## src/rtl/id_pkg.sv

```systemverilog
// Shared decode constants for the RV64 decode stage: opcodes, one-hot bit
// positions, funct7 patterns, the CSR address map and privileged encodings.
package id_pkg;

    localparam logic [6:0] OPC_LUI   = 7'b0110111;
    localparam logic [6:0] OPC_AUIPC = 7'b0010111;
    localparam logic [6:0] OPC_JAL   = 7'b1101111;
    localparam logic [6:0] OPC_JALR  = 7'b1100111;
    localparam logic [6:0] OPC_BR    = 7'b1100011;
    localparam logic [6:0] OPC_LD    = 7'b0000011;
    localparam logic [6:0] OPC_ST    = 7'b0100011;
    localparam logic [6:0] OPC_OPI   = 7'b0010011;
    localparam logic [6:0] OPC_OP    = 7'b0110011;
    localparam logic [6:0] OPC_SYS   = 7'b1110011;
    localparam logic [6:0] OPC_OPIW  = 7'b0011011;
    localparam logic [6:0] OPC_OPW   = 7'b0111011;

    localparam int OP_LUI   = 0;
    localparam int OP_AUIPC = 1;
    localparam int OP_JAL   = 2;
    localparam int OP_JALR  = 3;
    localparam int OP_BR    = 4;
    localparam int OP_LD    = 5;
    localparam int OP_ST    = 6;
    localparam int OP_OPI   = 7;
    localparam int OP_OP    = 8;
    localparam int OP_SYS   = 9;
    localparam int OP_OPIW  = 10;
    localparam int OP_OPW   = 11;
    localparam int OP_N     = 12;

    localparam logic [6:0] F7_BASE   = 7'b0000000;
    localparam logic [6:0] F7_ALT    = 7'b0100000;
    localparam logic [6:0] F7_MULDIV = 7'b0000001;
    localparam logic [5:0] F7H_ZERO  = 6'b000000;
    localparam logic [5:0] F7H_SRA64 = 6'b010000;

    localparam int CSR_N = 4;
    localparam logic [11:0] CSR_ADDR [CSR_N] = '{12'h300, 12'h305, 12'h341, 12'h342};

    localparam logic [31:0] SYS_ECALL  = 32'h0000_0073;
    localparam logic [31:0] SYS_EBREAK = 32'h0010_0073;
    localparam logic [31:0] SYS_MRET   = 32'h3020_0073;

endpackage

```

## src/rtl/id_scoreboard.sv

```systemverilog
// Per-register pending-write counters used by the decode stage to detect
// RAW hazards and to stop a register's counter from overflowing.
module id_scoreboard #(
    parameter int NREG = 32,
    parameter int SB_W = 2,
    localparam int RA_W = $clog2(NREG)
) (
    input  logic            clk,
    input  logic            rst,
    input  logic            inc_en,
    input  logic [RA_W-1:0] inc_addr,
    input  logic            dec_en,
    input  logic [RA_W-1:0] dec_addr,
    input  logic            undo_en,
    input  logic [RA_W-1:0] undo_addr,
    input  logic [RA_W-1:0] rs1_addr,
    input  logic [RA_W-1:0] rs2_addr,
    input  logic [RA_W-1:0] rd_addr,
    output logic            rs1_busy,
    output logic            rs2_busy,
    output logic            rd_full
);

    localparam int CW = SB_W + 2;

    logic [SB_W-1:0] pend_q [NREG];
    logic [SB_W-1:0] pend_d [NREG];
    logic [NREG-1:0] inc_vec, dec_vec, undo_vec;

    // Net change per register; a result below zero means a stray decrement and is clamped.
    always_comb begin
        inc_vec  = '0;
        dec_vec  = '0;
        undo_vec = '0;
        inc_vec[inc_addr]   = inc_en;
        dec_vec[dec_addr]   = dec_en;
        undo_vec[undo_addr] = undo_en;
        for (int r = 0; r < NREG; r++) begin
            if (({2'b00, pend_q[r]} + CW'(inc_vec[r])) >= (CW'(dec_vec[r]) + CW'(undo_vec[r])))
                pend_d[r] = SB_W'({2'b00, pend_q[r]} + CW'(inc_vec[r])
                                  - CW'(dec_vec[r]) - CW'(undo_vec[r]));
            else
                pend_d[r] = '0;
        end
        pend_d[0] = '0;
    end

    always_ff @(posedge clk or negedge rst) begin
        if (!rst) begin
            for (int r = 0; r < NREG; r++) pend_q[r] <= '0;
        end else begin
            pend_q <= pend_d;
        end
    end

    always @(posedge clk) begin
        if (rst && dec_en)
            assert (pend_q[dec_addr] != '0 || (inc_en && inc_addr == dec_addr));
    end

    assign rs1_busy = pend_q[rs1_addr] != '0;
    assign rs2_busy = pend_q[rs2_addr] != '0;
    assign rd_full  = pend_q[rd_addr] == '1;

endmodule

```

## src/rtl/id_stage_pipe.sv

```systemverilog
// RV64 decode stage: combinational decode and GPR read, scoreboard hazard
// check, and a registered valid/ready bundle toward execute.
module id_stage_pipe
    import id_pkg::*;
#(
    parameter int XLEN = 64,
    parameter int NREG = 32,
    parameter int SB_W = 2,
    parameter int NCSR = 4,
    localparam int RA_W = $clog2(NREG),
    localparam int CI_W = $clog2(NCSR)
) (
    input  logic            clk,
    input  logic            rst,
    input  logic            in_valid,
    output logic            in_ready,
    input  logic [31:0]     in_inst,
    input  logic [XLEN-1:0] in_pc,
    output logic [RA_W-1:0] rs1_addr,
    output logic [RA_W-1:0] rs2_addr,
    input  logic [XLEN-1:0] rs1_data,
    input  logic [XLEN-1:0] rs2_data,
    input  logic            wb_valid,
    input  logic [RA_W-1:0] wb_rd,
    input  logic            flush,
    output logic            out_valid,
    input  logic            out_ready,
    output logic [XLEN-1:0] out_pc,
    output logic [XLEN-1:0] out_src1,
    output logic [XLEN-1:0] out_src2,
    output logic [XLEN-1:0] out_imm,
    output logic [RA_W-1:0] out_rd,
    output logic            out_rd_wen,
    output logic [11:0]     out_op_d,
    output logic [7:0]      out_fu3_d,
    output logic [4:0]      out_fu7_d,
    output logic [CI_W-1:0] out_csr_idx,
    output logic [2:0]      out_sys,
    output logic            out_illegal
);

    logic [6:0]      opcode, f7;
    logic [2:0]      f3;
    logic            sgn, uses_rs1, uses_rs2, sys_priv, csr_hit;
    logic [RA_W-1:0] dec_rd;
    logic [11:0]     dec_op;
    logic [7:0]      dec_fu3;
    logic [4:0]      dec_fu7;
    logic [XLEN-1:0] dec_imm;
    logic            dec_rd_wen, dec_illegal;
    logic [CI_W-1:0] dec_csr;
    logic [2:0]      dec_sys;
    logic            hazard, accept, undo_en, rs1_busy, rs2_busy, rd_full;

    logic            valid_q, valid_d, rd_wen_q, rd_wen_d, illegal_q, illegal_d;
    logic [XLEN-1:0] pc_q, pc_d, src1_q, src1_d, src2_q, src2_d, imm_q, imm_d;
    logic [RA_W-1:0] rd_q, rd_d;
    logic [11:0]     op_q, op_d;
    logic [7:0]      fu3_q, fu3_d;
    logic [4:0]      fu7_q, fu7_d;
    logic [CI_W-1:0] csr_q, csr_d;
    logic [2:0]      sys_q, sys_d;

    assign opcode   = in_inst[6:0];
    assign f3       = in_inst[14:12];
    assign f7       = in_inst[31:25];
    assign sgn      = in_inst[31];
    assign dec_rd   = in_inst[7 +: RA_W];
    assign rs1_addr = in_inst[15 +: RA_W];
    assign rs2_addr = in_inst[20 +: RA_W];

    always_comb begin
        dec_op = '0;
        case (opcode)
            OPC_LUI:   dec_op[OP_LUI]   = 1'b1;
            OPC_AUIPC: dec_op[OP_AUIPC] = 1'b1;
            OPC_JAL:   dec_op[OP_JAL]   = 1'b1;
            OPC_JALR:  dec_op[OP_JALR]  = 1'b1;
            OPC_BR:    dec_op[OP_BR]    = 1'b1;
            OPC_LD:    dec_op[OP_LD]    = 1'b1;
            OPC_ST:    dec_op[OP_ST]    = 1'b1;
            OPC_OPI:   dec_op[OP_OPI]   = 1'b1;
            OPC_OP:    dec_op[OP_OP]    = 1'b1;
            OPC_SYS:   dec_op[OP_SYS]   = 1'b1;
            OPC_OPIW:  dec_op[OP_OPIW]  = 1'b1;
            OPC_OPW:   dec_op[OP_OPW]   = 1'b1;
            default:   dec_op = '0;
        endcase

        dec_imm = '0;
        if (dec_op[OP_LD] | dec_op[OP_JALR] | dec_op[OP_OPI] | dec_op[OP_SYS] | dec_op[OP_OPIW])
            dec_imm = {{(XLEN-12){sgn}}, in_inst[31:20]};
        else if (dec_op[OP_ST])
            dec_imm = {{(XLEN-12){sgn}}, in_inst[31:25], in_inst[11:7]};
        else if (dec_op[OP_BR])
            dec_imm = {{(XLEN-13){sgn}}, sgn, in_inst[7], in_inst[30:25], in_inst[11:8], 1'b0};
        else if (dec_op[OP_LUI] | dec_op[OP_AUIPC])
            dec_imm = {{(XLEN-32){sgn}}, in_inst[31:12], 12'h000};
        else if (dec_op[OP_JAL])
            dec_imm = {{(XLEN-21){sgn}}, sgn, in_inst[19:12], in_inst[20], in_inst[30:21], 1'b0};

        dec_fu3  = 8'b1 << f3;
        dec_fu7  = {f7[6:1] == F7H_SRA64, f7[6:1] == F7H_ZERO, f7 == F7_MULDIV, f7 == F7_ALT, f7 == F7_BASE};
        uses_rs1 = !(dec_op[OP_LUI] | dec_op[OP_AUIPC] | dec_op[OP_JAL]);
        uses_rs2 = dec_op[OP_BR] | dec_op[OP_ST] | dec_op[OP_OP] | dec_op[OP_OPW];
        sys_priv = dec_op[OP_SYS] && f3 == 3'b000;

        csr_hit = 1'b0;
        dec_csr = '0;
        if (dec_op[OP_SYS] && !sys_priv) begin
            for (int i = 0; i < NCSR && i < CSR_N; i++) begin
                if (in_inst[31:20] == CSR_ADDR[i]) begin
                    csr_hit = 1'b1;
                    dec_csr = CI_W'(i);
                end
            end
        end

        dec_sys = 3'b000;
        if (sys_priv) begin
            if (in_inst == SYS_MRET)   dec_sys = 3'b100;
            if (in_inst == SYS_ECALL)  dec_sys = 3'b010;
            if (in_inst == SYS_EBREAK) dec_sys = 3'b001;
        end

        dec_illegal = (dec_op == '0) || (dec_op[OP_SYS] && !sys_priv && !csr_hit)
                      || (sys_priv && dec_sys == 3'b000);
        dec_rd_wen  = (dec_rd != '0) && (dec_op != '0) && !dec_op[OP_BR] && !dec_op[OP_ST] && !sys_priv;
    end

    // A held-but-killed bundle never reaches writeback, so its pending count is returned here.
    always_comb begin
        hazard   = (uses_rs1 && rs1_addr != '0 && rs1_busy)
                 || (uses_rs2 && rs2_addr != '0 && rs2_busy)
                 || (dec_rd_wen && rd_full);
        in_ready = (!valid_q || out_ready) && !hazard && !flush;
        accept   = in_valid && in_ready;
        undo_en  = flush && valid_q && !out_ready && rd_wen_q;
    end

    id_scoreboard #(.NREG(NREG), .SB_W(SB_W)) u_sb (
        .clk       (clk),
        .rst       (rst),
        .inc_en    (accept && dec_rd_wen),
        .inc_addr  (dec_rd),
        .dec_en    (wb_valid && wb_rd != '0),
        .dec_addr  (wb_rd),
        .undo_en   (undo_en),
        .undo_addr (rd_q),
        .rs1_addr  (rs1_addr),
        .rs2_addr  (rs2_addr),
        .rd_addr   (dec_rd),
        .rs1_busy  (rs1_busy),
        .rs2_busy  (rs2_busy),
        .rd_full   (rd_full)
    );

    always_comb begin
        valid_d   = valid_q;
        pc_d      = pc_q;
        src1_d    = src1_q;
        src2_d    = src2_q;
        imm_d     = imm_q;
        rd_d      = rd_q;
        rd_wen_d  = rd_wen_q;
        op_d      = op_q;
        fu3_d     = fu3_q;
        fu7_d     = fu7_q;
        csr_d     = csr_q;
        sys_d     = sys_q;
        illegal_d = illegal_q;
        if (flush)
            valid_d = 1'b0;
        else if (accept)
            valid_d = 1'b1;
        else if (out_ready)
            valid_d = 1'b0;
        if (accept) begin
            pc_d      = in_pc;
            src1_d    = rs1_data;
            src2_d    = rs2_data;
            imm_d     = dec_imm;
            rd_d      = dec_rd;
            rd_wen_d  = dec_rd_wen;
            op_d      = dec_op;
            fu3_d     = dec_fu3;
            fu7_d     = dec_fu7;
            csr_d     = dec_csr;
            sys_d     = dec_sys;
            illegal_d = dec_illegal;
        end
    end

    always_ff @(posedge clk or negedge rst) begin
        if (!rst) begin
            valid_q   <= 1'b0;
            pc_q      <= '0;
            src1_q    <= '0;
            src2_q    <= '0;
            imm_q     <= '0;
            rd_q      <= '0;
            rd_wen_q  <= 1'b0;
            op_q      <= '0;
            fu3_q     <= '0;
            fu7_q     <= '0;
            csr_q     <= '0;
            sys_q     <= '0;
            illegal_q <= 1'b0;
        end else begin
            valid_q   <= valid_d;
            pc_q      <= pc_d;
            src1_q    <= src1_d;
            src2_q    <= src2_d;
            imm_q     <= imm_d;
            rd_q      <= rd_d;
            rd_wen_q  <= rd_wen_d;
            op_q      <= op_d;
            fu3_q     <= fu3_d;
            fu7_q     <= fu7_d;
            csr_q     <= csr_d;
            sys_q     <= sys_d;
            illegal_q <= illegal_d;
        end
    end

    assign out_valid   = valid_q;
    assign out_pc      = pc_q;
    assign out_src1    = src1_q;
    assign out_src2    = src2_q;
    assign out_imm     = imm_q;
    assign out_rd      = rd_q;
    assign out_rd_wen  = rd_wen_q;
    assign out_op_d    = op_q;
    assign out_fu3_d   = fu3_q;
    assign out_fu7_d   = fu7_q;
    assign out_csr_idx = csr_q;
    assign out_sys     = sys_q;
    assign out_illegal = illegal_q;

endmodule
```

## config.mk

```make
export PLATFORM = sky130hd
export DESIGN_NAME = id_stage_pipe
export DESIGN_NICKNAME = d
export VERILOG_FILES = /design/src/rtl/id_pkg.sv /design/src/rtl/id_scoreboard.sv /design/src/rtl/id_stage_pipe.sv
export SDC_FILE = /design/constraint.sdc
export NUM_CORES = 1
export LEC_CHECK = 0
export BUFFER_PORTS_ARGS = -buffer_cell sky130_fd_sc_hd__buf_2
export CORE_MARGIN = 8
export CORE_UTILIZATION = 38
export CTS_CLUSTER_DIAMETER = 40
export CTS_CLUSTER_SIZE = 24
export DETAILED_ROUTE_END_ITERATION = 8
export SLEW_MARGIN = 20
export SYNTH_ARGS = -nofsm -noshare
export SYNTH_HDL_FRONTEND = slang
export SYNTH_SLANG_ARGS = --single-unit
```

## constraint.sdc

```tcl
create_clock -name clk -period 11.12 [get_ports clk]
set_input_delay 2.224 -clock clk [delete_from_list [all_inputs] [get_ports clk]]
set_output_delay 2.224 -clock clk [all_outputs]
set_load 0.05 [all_outputs]
```

## After elaboration in Yosys (flattened, before gate mapping)

Cells that the tools add are included.

| operators by class | value |
|---|---|
| add/sub/neg operators | 124 |
| multiply operators | 0 |
| divide/modulo/power cells | 0 |
| order comparisons | 40 |
| eq/ne operators | 23 |
| shift operators | 1 |
| multiplexer cells | 79 |
| bitwise gates (word level) | 15 |
| reduce and logical (&&, ||, !) cells | 51 |

Operators with widths:

| kind | count |
|---|---|
| 64-bit two-way mux | 5 |
| 2-bit by 1-bit subtractor with 2-bit output | 62 |
| 32-bit AND | 3 |
| 2-bit by 1-bit adder with 3-bit output | 31 |
| 3-bit by 2-bit >= comparator with 1-bit output | 31 |
| 2-bit two-way mux | 40 |
| 1-bit by 1-bit adder with 2-bit output | 31 |
| 12-bit by 10-bit == test with 1-bit output (second input constant) | 4 |
| 7-bit by 6-bit == test with 1-bit output (second input constant) | 5 |
| 32-bit by 21-bit == test with 1-bit output (second input constant) | 1 |
| 32-bit by 30-bit == test with 1-bit output (second input constant) | 1 |
| 32-bit by 7-bit == test with 1-bit output (second input constant) | 1 |
| 2-bit binary-select mux with 5-bit select | 3 |
| 7-bit == test (second input constant) | 4 |
| 1-bit logical AND | 24 |
| 1-bit two-way mux | 24 |
| 7-bit by 5-bit == test with 1-bit output (second input constant) | 3 |
| 5-bit nonzero test | 4 |
| 6-bit >= comparator (second input constant) | 3 |
| 5-bit by 6-bit < comparator with 1-bit output (second input constant) | 3 |
| 5-bit NOT with 6-bit output | 3 |
| 1-bit demux with 5-bit select | 3 |
| 5-bit by 1-bit >= comparator with 1-bit output (second input constant) | 3 |
| 12-bit logical NOT | 1 |
| 15 further kinds | 40 |

| storage, ports and cells | value |
|---|---|
| flip-flop bits (word level) | 356 |
| bits in latches | 0 |
| memory bits (writable) | 0 |
| memory bits (read-only) | 0 |
| bits of input ports | 235 |
| output and inout port bits | 305 |
| word-level logic and storage cells | 377 |
| memories kept | 0 |

## Depth between registers and ports, before layout

Gate-level depths: netlist (run 1).

| depth | value |
|---|---|
| word-level depth | 19 |
| depth in mapped cells | 17 |
| depth with buffers taken out | 13 |

## Hierarchy

A second synthesis (run 1) with hierarchy kept.

| unflattened totals | value |
|---|---|
| cell total of the unflattened synthesis | 1606 |
| area, all modules | 18351.4 sq um |

By module, submodules not included:

| module | instances | cells an instance | area each (sq um) | sequential area each (sq um) |
|---|---|---|---|---|
| id_stage_pipe | 1 | 796 | 11095.6 | 6556.3 |
| id_scoreboard | 1 | 810 | 7255.7 | 1551.5 |

## Worst setup path before layout (run 1)

OpenSTA, ideal clock, no wires.

| path | value |
|---|---|
| path kind | input port to output port |
| start point | in in_inst[8] |
| end point | out in_ready |
| arrival time | 4.687 ns |
| required time | 8.896 ns |
| path slack | 4.209 ns |
| stages on the path | 8 |
| path buffers | 2 |
| path through | buf_2 -> buf_2 -> mux2i_1 -> o22ai_1 -> a22o_1 -> a221oi_2 -> o31ai_4 -> nor3_1 |

| on the way | value |
|---|---|
| word-level cells in the longest chain between the ends | 10 |
| elaborated cells between the ends (all ways) | 15 |
| classes of those cells | 1 x eq/ne; 3 x mux; 1 x bitwise; 10 x reduce/logical |

RTL lines:

| element | RTL line | text |
|---|---|---|
| start, declared | id_stage_pipe.sv:17 | `input logic [31:0] in_inst,` |
| 5-bit NOT with 6-bit output (implied by the code) or 5-bit nonzero test (tied branches) | id_scoreboard.sv:63, id_stage_pipe.sv:128 |  |
| 2-bit binary-select mux with 5-bit select or 1-bit logical AND (tied branches) | id_scoreboard.sv:63, id_stage_pipe.sv:128 |  |
| 2-bit two-way mux (implied by the code) or 1-bit logical AND (tied branches) (2 in series) | id_scoreboard.sv:63, id_stage_pipe.sv:128 |  |
| 2-bit == test or 1-bit logical AND (tied branches) | id_scoreboard.sv:63, id_stage_pipe.sv:128 |  |
| 1-bit logical AND * | id_stage_pipe.sv:135 | `\|\| (dec_rd_wen && rd_full);` |
| 1-bit logical OR * | id_stage_pipe.sv:135 |  |
| 1-bit logical NOT * | id_stage_pipe.sv:136 | `in_ready = (!valid_q \|\| out_ready) && !hazard && !flush;` |
| 1-bit logical AND * (2 in series) | id_stage_pipe.sv:136 |  |
| end, declared | id_stage_pipe.sv:16 | `output logic in_ready,` |

Mark *: on every way between the ends. The rest lies on a longest branch, timed or not. The select of a mux whose other input is x is not followed.

## Final worst setup path (run 1)

Same ends and word-level chain as after synthesis.

==> qor.txt, run 1 <==
status: completed
Synth top area share: 41.64%
largest cells by area after synthesis: dfrtp_1, mux2_1, ha_1
unrepaired setup endpoints after global routing: false
worst endpoint required time: 8.90 ns
Internal Power: 3.424 mW
worst setup slack after layout: 4.096 ns
HP Class: reg2reg
gr ovfl total: 0
startpoint types: primary input
CTS tree: done
register area share after synthesis: 41.64%
flop-to-flop setup slack: 6.65 ns
layout cells sized above 1: 30.00%
number of synthesized flops with an enable pin: 0
drt drc: 0
max-cap violations: 0
CP Capture Type: output port
Clock Latency Late Sink: 0.59 ns
drt via density: 5.049
Cell Area, Synth: 19470 um2
Crit Reg-Reg Endpoint: u_sb.pend_q[3]
HPWL Detailed: 52170 um
Rows: 83
hold_buf cts: 0
Tcrit/Tclk final: 63.16%
drt pass-1 iters: 7
routed len/inst: 22.77 um
Synth Flop Type: dfrtp_1
largest net degree at the start of global routing: 154
flops & latches, synth: 324
sequential power share: 29.8%
Clock Skew: 0.02621 ns
Core Area: 50990 um2
post-cts resize count: 0
most frequent cells in the layout: buf_2, dfrtp_1, mux2_1
die area: 58740 um2
Worst-path clk slew: 0.05 ns
actual slew at the worst max-slew pin: 1.204 ns
Async SR Flop Fraction: 100.0%
Crit Path Category: in2out
I/O Pins: 540
Root Driver: clkbuf_16
Layout Utilization: 47.61%
Rel. slew slack: 19.46%
wirelength, routed: 66920 um
Synth Net Count: 2186
first-pass GRT wire length: 100600 um
Sw Ratio: 46.87%
Gate power share: 42.9%
crit-path max FO: 36
Clk pwr share: 27.3%
max-slew violations: 0
Post-CTS Setup Bufs: 0
Die Wd: 242.4 um
launch point of the worst hold path: out_src1[31]
nets@finish: 2662
pre-CTS setup slack: 4.126 ns
P_sw: 3.021 mW
most common cell after layout, fill and taps aside: buf_2
Cells after Synth: 1734
CTS Buffer Depth: 3
die height: 242.4 um
hold endpoint: out_src1[31]
fmax: 142.4 MHz
final setup violating endpoints: 0
Starting Density: 38.18%
Fin Setup TNS: 0 ns
Avg Cell Area, Syn: 11.23 um2
Final min period: 7.024 ns
final hold vios: 0
gr usage total: 22.10%
RePlAce Congestion: 0.8998
DRT antenna net count: 0
PD cells: 265.5 nW/um2
Leak: 12.30 nW
Yosys warning count: 0
Inserted Clock Buffers: 52
hold depth: 1
leading area contributor after synthesis: dfrtp_1
Netlist cell types: 70
number of global-route vias before repair: 15570
H-tree depth: 2
DRT iter0 DRCs: 878
RR Startpoint: u_sb.pend_q[17]
arrival time worst endpoint: 4.80 ns
Worst VDD drop: 0.1459 mV
CTS Sinks: 324
initial antenna violation count: 19
routed vias: 14840
Reg2Reg Depth: 14
Port-buffer cells: 539
area delta synth->final: 24.68%
-- how the worst max path moves through the flow --
stage                     startpoint       end  cells after the start
final                     in_inst[8]  in_ready                      9
after CTS                 in_inst[8]  in_ready                      9
after detailed placement  in_inst[8]  in_ready                      9
after global placement    in_inst[8]  in_ready                      9
after floorplan           in_inst[8]  in_ready                      8
after global routing      in_inst[8]  in_ready                      9
-- metrics by stage --
stage | instance area [um2] | std cells | hold slack (ns) | power (mW)
2_1_floorplan | 19470 | 1734 | 0.7070 | 3.893
3_3_place_gp | 22340 | 2836 | 0.4611 | 4.656
3_5_place_dp | 22340 | 2836 | 0.4692 | 4.711
4_1_cts | 24250 | 2933 | 0.4821 | 6.496
5_1_grt | 24270 | 2936 | 0.4953 | 6.723
6_report | 24280 | 2939 | 0.4780 | 6.445
-- worst max-delay path, stage by stage --
cell and delay (ns):
buf_2 0.09, buf_4 0.46, or2_1 0.46, nor2_1 0.10
or4_1 0.42, buf_4 0.27, o31ai_4 0.35, nor3_1 0.10
buf_2 0.26
-- power by group through the flow --
stage | combinational, mW | clock, mW | sequential, mW
finish | 2.77 | 1.76 | 1.92
global route | 2.90 | 1.86 | 1.97
CTS | 2.78 | 1.80 | 1.92
detailed placement | 2.78 | 0 | 1.93
global placement | 2.75 | 0 | 1.91
floorplan | 0.734 | 0 | 3.16
-- layout make-up --
cell class | count | area [um2]
Timing Repair Buffer | 548 | 2800
Antenna cell | 6 | 15.01
Clock buffer | 61 | 1386
Fill cell | 4686 | 26710
Tap cell | 680 | 850.8
Inverter | 194 | 728.2
Clock inverter | 36 | 524.3
Sequential cell | 324 | 8108
Multi-Input combinational cell | 1090 | 9863
-- cell families after synthesis --
group | Yosys count | share of synthesized area [%]
xor+xnor | 33 | 1.484
fa+ha+maj | 217 | 16.34
simple gates | 411 | 10.96
buf+inv | 320 | 7.782
flops | 324 | 41.64
compound gates | 135 | 4.678
mux | 294 | 17.11
-- flip-flops by register name, summed over array words and instances, names as in the netlist --
signal,flops
out_pc,64
out_rd_wen,1
out_op_d,12
out_rd,5
out_src1,64
out_src2,64
out_valid,1
out_fu7_d,5
u_sb.pend_q,62
out_imm,32
out_fu3_d,8
out_sys,3
out_csr_idx,2
out_illegal,1
-- routing by layer --
layer | global-route usage [%] | vias to the layer above | share of wire [%]
met5 | 0 | - | 0.039
met1 | 26.93 | 7486 | 40
met2 | 38.67 | 498 | 50
met3 | 4.718 | 121 | 6.3
li1 | - | 6731 | -
met4 | 6.900 | 4 | 3.1
-- synthesized netlist by cell type (all sizes together), types with 34 or more instances --
cell type,number
mux2i,55
a21oi,34
nor2,140
mux2,231
dfrtp,324
inv,194
nand2,98
buf,92
nand2b,35
clkbuf,34
ha,155
fa,62
Power figures use the tool's default switching activity.
==> run 2: changes to the inputs <==
ABC_AREA = 1   (was unset)
clock period = 6.5 ns   (was 11.12 ns; I/O delays follow)
==> run 2 against run 1 <==
Compared with the run above:
- clock power increased by 72%
- via count increased by 33%
- routed wire length increased by 22%
- core utilization decreased by 0.43 points
- sequential power increased by 58%
- global-route usage increased by 3.2 points
- setup slack got worse by 2.8 ns
- cell count increased by 28%
- clock-buffer cell count increased by 7
- area after synthesis increased by 4.9%
- hold slack got worse by 0.016 ns
- critical path type unchanged
- critical endpoint unchanged
- highest routed layer unchanged
==> qor.txt, run 2 <==
CTS Buffer Depth: 3 (unchanged)
Gate power share: 39.6% (-3.3 points)
Async SR Flop Fraction: 100.0% (unchanged)
flops & latches, synth: 324 (unchanged)
crit-path max FO: 37 (+2.8%)
gr usage total: 25.32% (+3.2 points)
worst setup slack after layout: 1.275 ns (-2.821 ns)
most used cell along the critical path: nand2_1
Layout Utilization: 47.18% (-0.43 points)
Worst VDD drop: 0.2409 mV (+65%)
first-pass GRT wire length: 120100 um (+19%)
final setup violating endpoints: 0 (unchanged)
dpl cells: 3649 (+29%)
CTS Sinks: 324 (unchanged)
Post-CTS Setup Bufs: 0 (unchanged)
HPWL Detailed: 60430 um (+16%)
DRT met1 WL: 32710 um (+22%)
PD cells: 397.9 nW/um2 (+50%)
Inserted Clock Buffers: 55 (+5.8%)
I/O Pins: 540 (unchanged)
arrival time worst endpoint: 3.92 ns (-0.88 ns)
die height: 247.8 um (+2.3%)
leading area contributor after synthesis: dfrtp_1
layout cells sized above 1: 21.96% (-8.0 points)
Fin Setup TNS: 0 ns (unchanged)
Rows: 85 (+2.4%)
Max Used Layer: met5
Fillers: 5332 (+14%)
Port-buffer cells: 539 (unchanged)
hold_ws: 0.4624 ns (-0.01568 ns)
Root Driver: clkbuf_16
CTS tree: done
drt pass-1 iters: 8 (+1)
DR WL met2: 37830 um (+12%)
Netlist cell types: 29 (-59%)
drt via density: 5.233 (+3.6%)
Synth Net Count: 3027 (+38%)
Internal Power: 5.344 mW (+56%)
Final min period: 5.225 ns
CP Cell Sequence: buf_2 -> inv_2 -> nand2_1 -> nand2_1 -> nand2_1 -> nand2_1 -> nand2_1 -> nand2_1 -> nor2_1 -> nand2_1 -> nand3_1 -> nand2_1 -> nor2_4 -> and2_1 -> buf_2
pre-CTS setup slack: 1.234 ns (-2.892 ns)
Synth top area share: 39.69% (-1.9 points)
HP Class: reg2reg
max incr delay on CP: 0.58 ns (+0.12 ns)
Crit Path Category: in2out
Die Wd: 247.8 um (+2.3%)
Yosys warning count: 0 (unchanged)
routed len/inst: 21.64 um (-5.0%)
post-route non-filler standard cell count: 3767 (+28%)
most frequent cells in the layout: nand2_1, buf_2, dfrtp_1
most numerous cell in the Yosys netlist: nand2_1
Rel. slew slack: 19.62% (+0.16 points)
actual slew at the worst max-slew pin: 1.201 ns (-0.002443 ns)
final hold vios: 0 (unchanged)
Starting Density: 38.18% (about the same)
most common cell after layout, fill and taps aside: nand2_1
fmax: 191.4 MHz
die area: 61430 um2 (+4.6%)
met3 wire length: 7989 um (+90%)
CP Capture Type: output port
largest cells by area after synthesis: dfrtp_1, nand2_1, ha_1
initial antenna violation count: 16 (-3)
area delta synth->final: 23.57%
register area share after synthesis: 39.69% (-1.9 points)
sequential power share: 30.2% (+0.4 points)
number of synthesized flops with an enable pin: 0 (unchanged)
Clock Latency Late Sink: 0.62 ns (+0.03 ns)
Crit-path slowest cell: buf_2
DRT antenna net count: 0 (unchanged)
Worst-path clk slew: 0.05 ns (about the same)
P_sw: 4.699 mW (+56%)
wirelength, routed: 81530 um (+22%)
post-cts resize count: 0 (unchanged)
Leak: 13.80 nW (+12%)
worst endpoint required time: 5.20 ns (-3.70 ns)
largest net degree at the start of global routing: 192 (+25%)
Cell Area, Synth: 20430 um2 (+4.9%)
Avg Cell Area, Syn: 7.932 um2 (-29%)
Clock Skew: 0.04139 ns (+0.01518 ns)
Synth Flop Type: dfrtp_1
Cells after Synth: 2575 (+49%)
max-slew violations: 0 (unchanged)
Clk pwr share: 30.2% (+2.9 points)
nets@finish: 3462 (+30%)
Sw Ratio: 46.79% (-0.088 points)
max-cap violations: 0 (unchanged)
gr ovfl total: 0 (unchanged)
unrepaired setup endpoints after global routing: false
hold_buf cts: 0 (unchanged)
Core Area: 53500 um2 (+4.9%)
H-tree depth: 2 (unchanged)
RePlAce Congestion: 0.9333 (+3.7%)
number of global-route vias before repair: 19340 (+24%)
drt drc: 0 (unchanged)
DRT iter0 DRCs: 1591 (+81%)
routed vias: 19710 (+33%)
status: completed
startpoint types: primary input
most common library cells after synthesis: nand2_1, dfrtp_1, inv_1
Tcrit/Tclk final: 80.38%
[run 2: cell count changes in the layout (fill, tap and decap cells not counted), moves of 17 or more]
cell / previous run / this run
inv_1: 194 / 273
a21oi_1: 34 / 17
and3b_1: 24 / 0
nand2_1: 98 / 815
nand4_1: 2 / 268
o21ai_0: 14 / 62
mux2i_1: 55 / 0
mux2_1: 218 / 0
nand2b_1: 35 / 0
nand3_1: 9 / 37
nor2_1: 140 / 244
[run 2: through the flow]
stage,total power [mW],area (um2)
4_1_cts,10.11,25200
3_3_place_gp,6.965,23260
5_1_grt,10.52,25230
2_1_floorplan,5.807,20430
3_5_place_dp,7.032,23260
6_report,10.04,25240
[run 2: cell families (layout without fill, tap and decap cells)]
logic type      count (synthesis)  in the layout  share of synthesized area, %
other cells                     0             16                             0
xor+xnor                       31             31                         1.329
flops                         324            324                         39.69
compound gates                129            129                         3.516
fa+ha+maj                     217            217                         15.57
buf+inv                       462            942                         9.991
simple gates                 1412           1412                         29.90
[run 2: layout make-up]
class                   instances  area [um2]  share of cell area [%]
inverters                     281        1055                   4.179
multi-input cells            1789       10310                   40.85
clock buffers                  68        1495                   5.924
diodes                         16       40.04                  0.1586
clock inverters                34       445.4                   1.765
well taps                     696       870.8                   3.450
flip-flops and latches        324        8108                   32.12
repair buffers                559        2917                   11.56
[run 2: worst max-delay path, delay by kind of cell]
kind	cells	cell delay (ns)
buffers and inverters	3	1.36
and+or+nand+nor	12	1.23
[run 2: power groups by stage]
| stage | clock (mW) | sequential (mW) | combinational (mW) |
|---|---|---|---|
| after floorplan | 0 | 4.65 | 1.16 |
| after global placement | 0 | 3.03 | 3.94 |
| after detailed placement | 0 | 3.05 | 3.99 |
| after CTS | 3.09 | 3.02 | 3.99 |
| after global routing | 3.18 | 3.09 | 4.24 |
| final | 3.03 | 3.03 | 3.98 |
[run 2: path summary, 6_finish.rpt]
| kind | start | end | slack, ns | cells after the start |
|---|---|---|---|---|
| worst max-delay path | in_inst[7] | in_ready | 1.28 | 15 |
| worst min-delay path | out_src2[60] | out_src2[60] | 0.46 | 2 |
| worst max register to register | u_sb.pend_q[15] | out_src1[56] | 2.96 | 13 |
| worst min register to register | out_src2[60] | out_src2[60] | 0.46 | 2 |
| max in group asynchronous | rst | out_imm[17] | 4.48 | 2 |
| min in group asynchronous | rst | out_src2[37] | 0.61 | 1 |
[run 2: routing by layer]
| layer | global-route usage, % | vias up |
|---|---|---|
| met5 | 0 | - |
| met4 | 10.26 | 6 |
| met3 | 7.295 | 160 |
| met2 | 39.84 | 805 |
| met1 | 32.51 | 9584 |
| li1 | - | 9157 |
==> run 3: changes to the inputs <==
clock period = 5 ns   (was 6.5 ns; I/O delays follow)
==> run 3 against run 2 <==
Compared with the run above:
- setup slack lost 1.0 ns
- flip-flop and latch count unchanged
- non-clock buffer count grew 13
- highest routed layer unchanged
- first-iteration DRC count up 8.4%
- combinational power is 31% higher
==> qor.txt, run 3 (synthesis gave the netlist of run 2 again) <==
status: completed
Reg2Reg Depth: 11 (-2)
I/O Pins: 540 (unchanged)
fmax: 210.9 MHz
drt pass-1 iters: 5 (-3)
Fin Setup TNS: 0 ns (unchanged)
gr ovfl total: 0 (unchanged)
area delta synth->final: 24.83%
number of global-route vias before repair: 19900 (+2.9%)
DRT iter0 DRCs: 1724 (+8.4%)
Starting Density: 38.18% (unchanged)
max-slew violations: 0 (unchanged)
max-cap violations: 0 (unchanged)
RR Startpoint: u_sb.pend_q[25]
HPWL Detailed: 60520 um (+0.15%)
startpoint types: primary input
arrival time worst endpoint: 3.74 ns (-0.18 ns)
final setup violating endpoints: 0 (unchanged)
Layout Utilization: 47.66% (+0.48 points)
max incr delay on CP: 0.64 ns (+0.06 ns)
final hold vios: 0 (unchanged)
Leak: 13.93 nW (+0.93%)
layout cells sized above 1: 22.41% (+0.45 points)
delay-heaviest family, CP: simple AND/OR/NAND/NOR gates
routed vias: 19970 (+1.3%)
Clock Skew: 0.07152 ns (+0.03013 ns)
routed len/inst: 21.51 um (-0.59%)
Port-buffer cells: 539 (unchanged)
gr usage total: 25.40% (+0.078 points)
CTS Sinks: 324 (unchanged)
Worst VDD drop: 0.3237 mV (+34%)
most frequent cells in the layout: nand2_1, buf_2, dfrtp_1
crit-path max FO: 7 (-81%)
initial antenna violation count: 14 (-2)
die height: 247.8 um (unchanged)
Crit-path slowest cell: nor2_1
nets@finish: 3479 (+0.49%)
hold_buf cts: 0 (unchanged)
area of the multi-input gates: 10310 um2 (unchanged)
H-tree depth: 2 (unchanged)
CP Cell Sequence: buf_2 -> inv_1 -> nor2_1 -> o21ai_0 -> nand4_1 -> nand2_1 -> nor2_1 -> nor2_1 -> nor2_1 -> nor2_4 -> buf_4 -> and2_1 -> buf_2
most common cell after layout, fill and taps aside: nand2_1
Crit Reg-Reg Endpoint: out_fu3_d[7]
unrepaired setup endpoints after global routing: false
Crit Path Category: in2out
Top Usage Layer GRT: met2
met2 Use GR: 40.77% (+0.93 points)
Root Driver: clkbuf_16
Final min period: 4.741 ns
wirelength, routed: 81370 um (-0.20%)
worst endpoint required time: 4.00 ns (-1.20 ns)
DRT antenna net count: 0 (unchanged)
Clock Latency Late Sink: 0.65 ns (+0.03 ns)
CP Capture Type: output port
largest net degree at the start of global routing: 195 (+1.6%)
RePlAce Congestion: 0.9523 (+2.0%)
Rel. slew slack: 36.02% (+16 points)
CTS tree: done
Fillers: 5241 (-1.7%)
Tcrit/Tclk final: 94.83%
PD cells: 520.1 nW/um2 (+31%)
CTS Buffer Depth: 3 (unchanged)
die area: 61430 um2 (unchanged)
Rows: 85 (unchanged)
post-cts resize count: 0 (unchanged)
Post-CTS Setup Bufs: 0 (unchanged)
Global Route met3 Usage: 6.983% (-0.31 points)
Die Wd: 247.8 um (unchanged)
actual slew at the worst max-slew pin: 0.9596 ns (-0.2416 ns)
flop-to-flop setup slack: 1.56 ns (-1.40 ns)
HP Class: in2async
Core Area: 53500 um2 (unchanged)
met1 usage: 32.59% (+0.082 points)
Worst-path clk slew: 0.05 ns (about the same)
first-pass GRT wire length: 121300 um (+1.0%)
drt via density: 5.279 (+0.88%)
Inserted Clock Buffers: 59 (+7.3%)
drt drc: 0 (unchanged)
crit path buf inv count: 4 (+1)
most used cell along the critical path: nor2_1
Seq. cell area: 8108 um2 (unchanged)
run 3: changes by cell type in the layout (fill, tap and decap cells not counted), sizes merged:
cell | before | now
buf | 558 | 571
inv | 293 | 298
diode | 16 | 12
clkinvlp | 3 | 5
clkbuf | 69 | 68
run 3: metrics by stage:
| stage | power, mW | area, um2 | setup slack (ns) | hold WS, ns | instances |
|---|---|---|---|---|---|
| final | 13.26 | 25500 | 0.2586 | 0.4139 | 3782 |
| after global routing | 13.87 | 25490 | 0.1608 | 0.4767 | 3778 |
| after CTS | 13.34 | 25470 | 0.3906 | 0.4655 | 3770 |
| after detailed placement | 9.167 | 23420 | 0.2123 | 0.4530 | 3662 |
| after global placement | 9.067 | 23420 | 0.2881 | 0.4489 | 3662 |
| after floorplan | 7.550 | 20430 | 1.303 | 0.7044 | 2575 |
run 3: worst max path at each step:
| stage | slack (ns) | to | cells after the start | start |
|---|---|---|---|---|
| finish | 0.26 | in_ready | 13 | in_inst[20] |
| global route | 0.16 | in_ready | 13 | in_inst[20] |
| CTS | 0.39 | in_ready | 13 | in_inst[20] |
| detailed placement | 0.21 | u_sb.pend_q[54] | 20 | in_inst[20] |
| global placement | 0.29 | u_sb.pend_q[30] | 20 | in_inst[20] |
| floorplan | 1.30 | u_sb.pend_q[44] | 20 | in_inst[7] |
run 3: power breakdown:
group	leakage, nW	switching, mW	internal [mW]
sequential	4.18	0.569	3.36
clock	0.986	1.57	2.55
combinational	8.77	4.09	1.13
run 3: layout make-up:
cell class	count	share of cell area, %
Multi-Input combinational cell	1789	40.44
Sequential cell	324	31.80
Antenna cell	12	0.1178
Inverter	281	4.137
Clock inverter	41	2.081
Clock buffer	67	5.948
Timing Repair Buffer	572	12.07
Tap cell	696	3.415
run 3: routing by layer:
| layer | wire length [um] | part of all wire (%) | vias up |
|---|---|---|---|
| li1 | - | - | 9182 |
| met1 | 32540 | 40 | 9728 |
| met2 | 38260 | 47 | 881 |
| met3 | 7782 | 9.6 | 166 |
| met4 | 2743 | 3.4 | 8 |
| met5 | 48 | 0.059 | - |
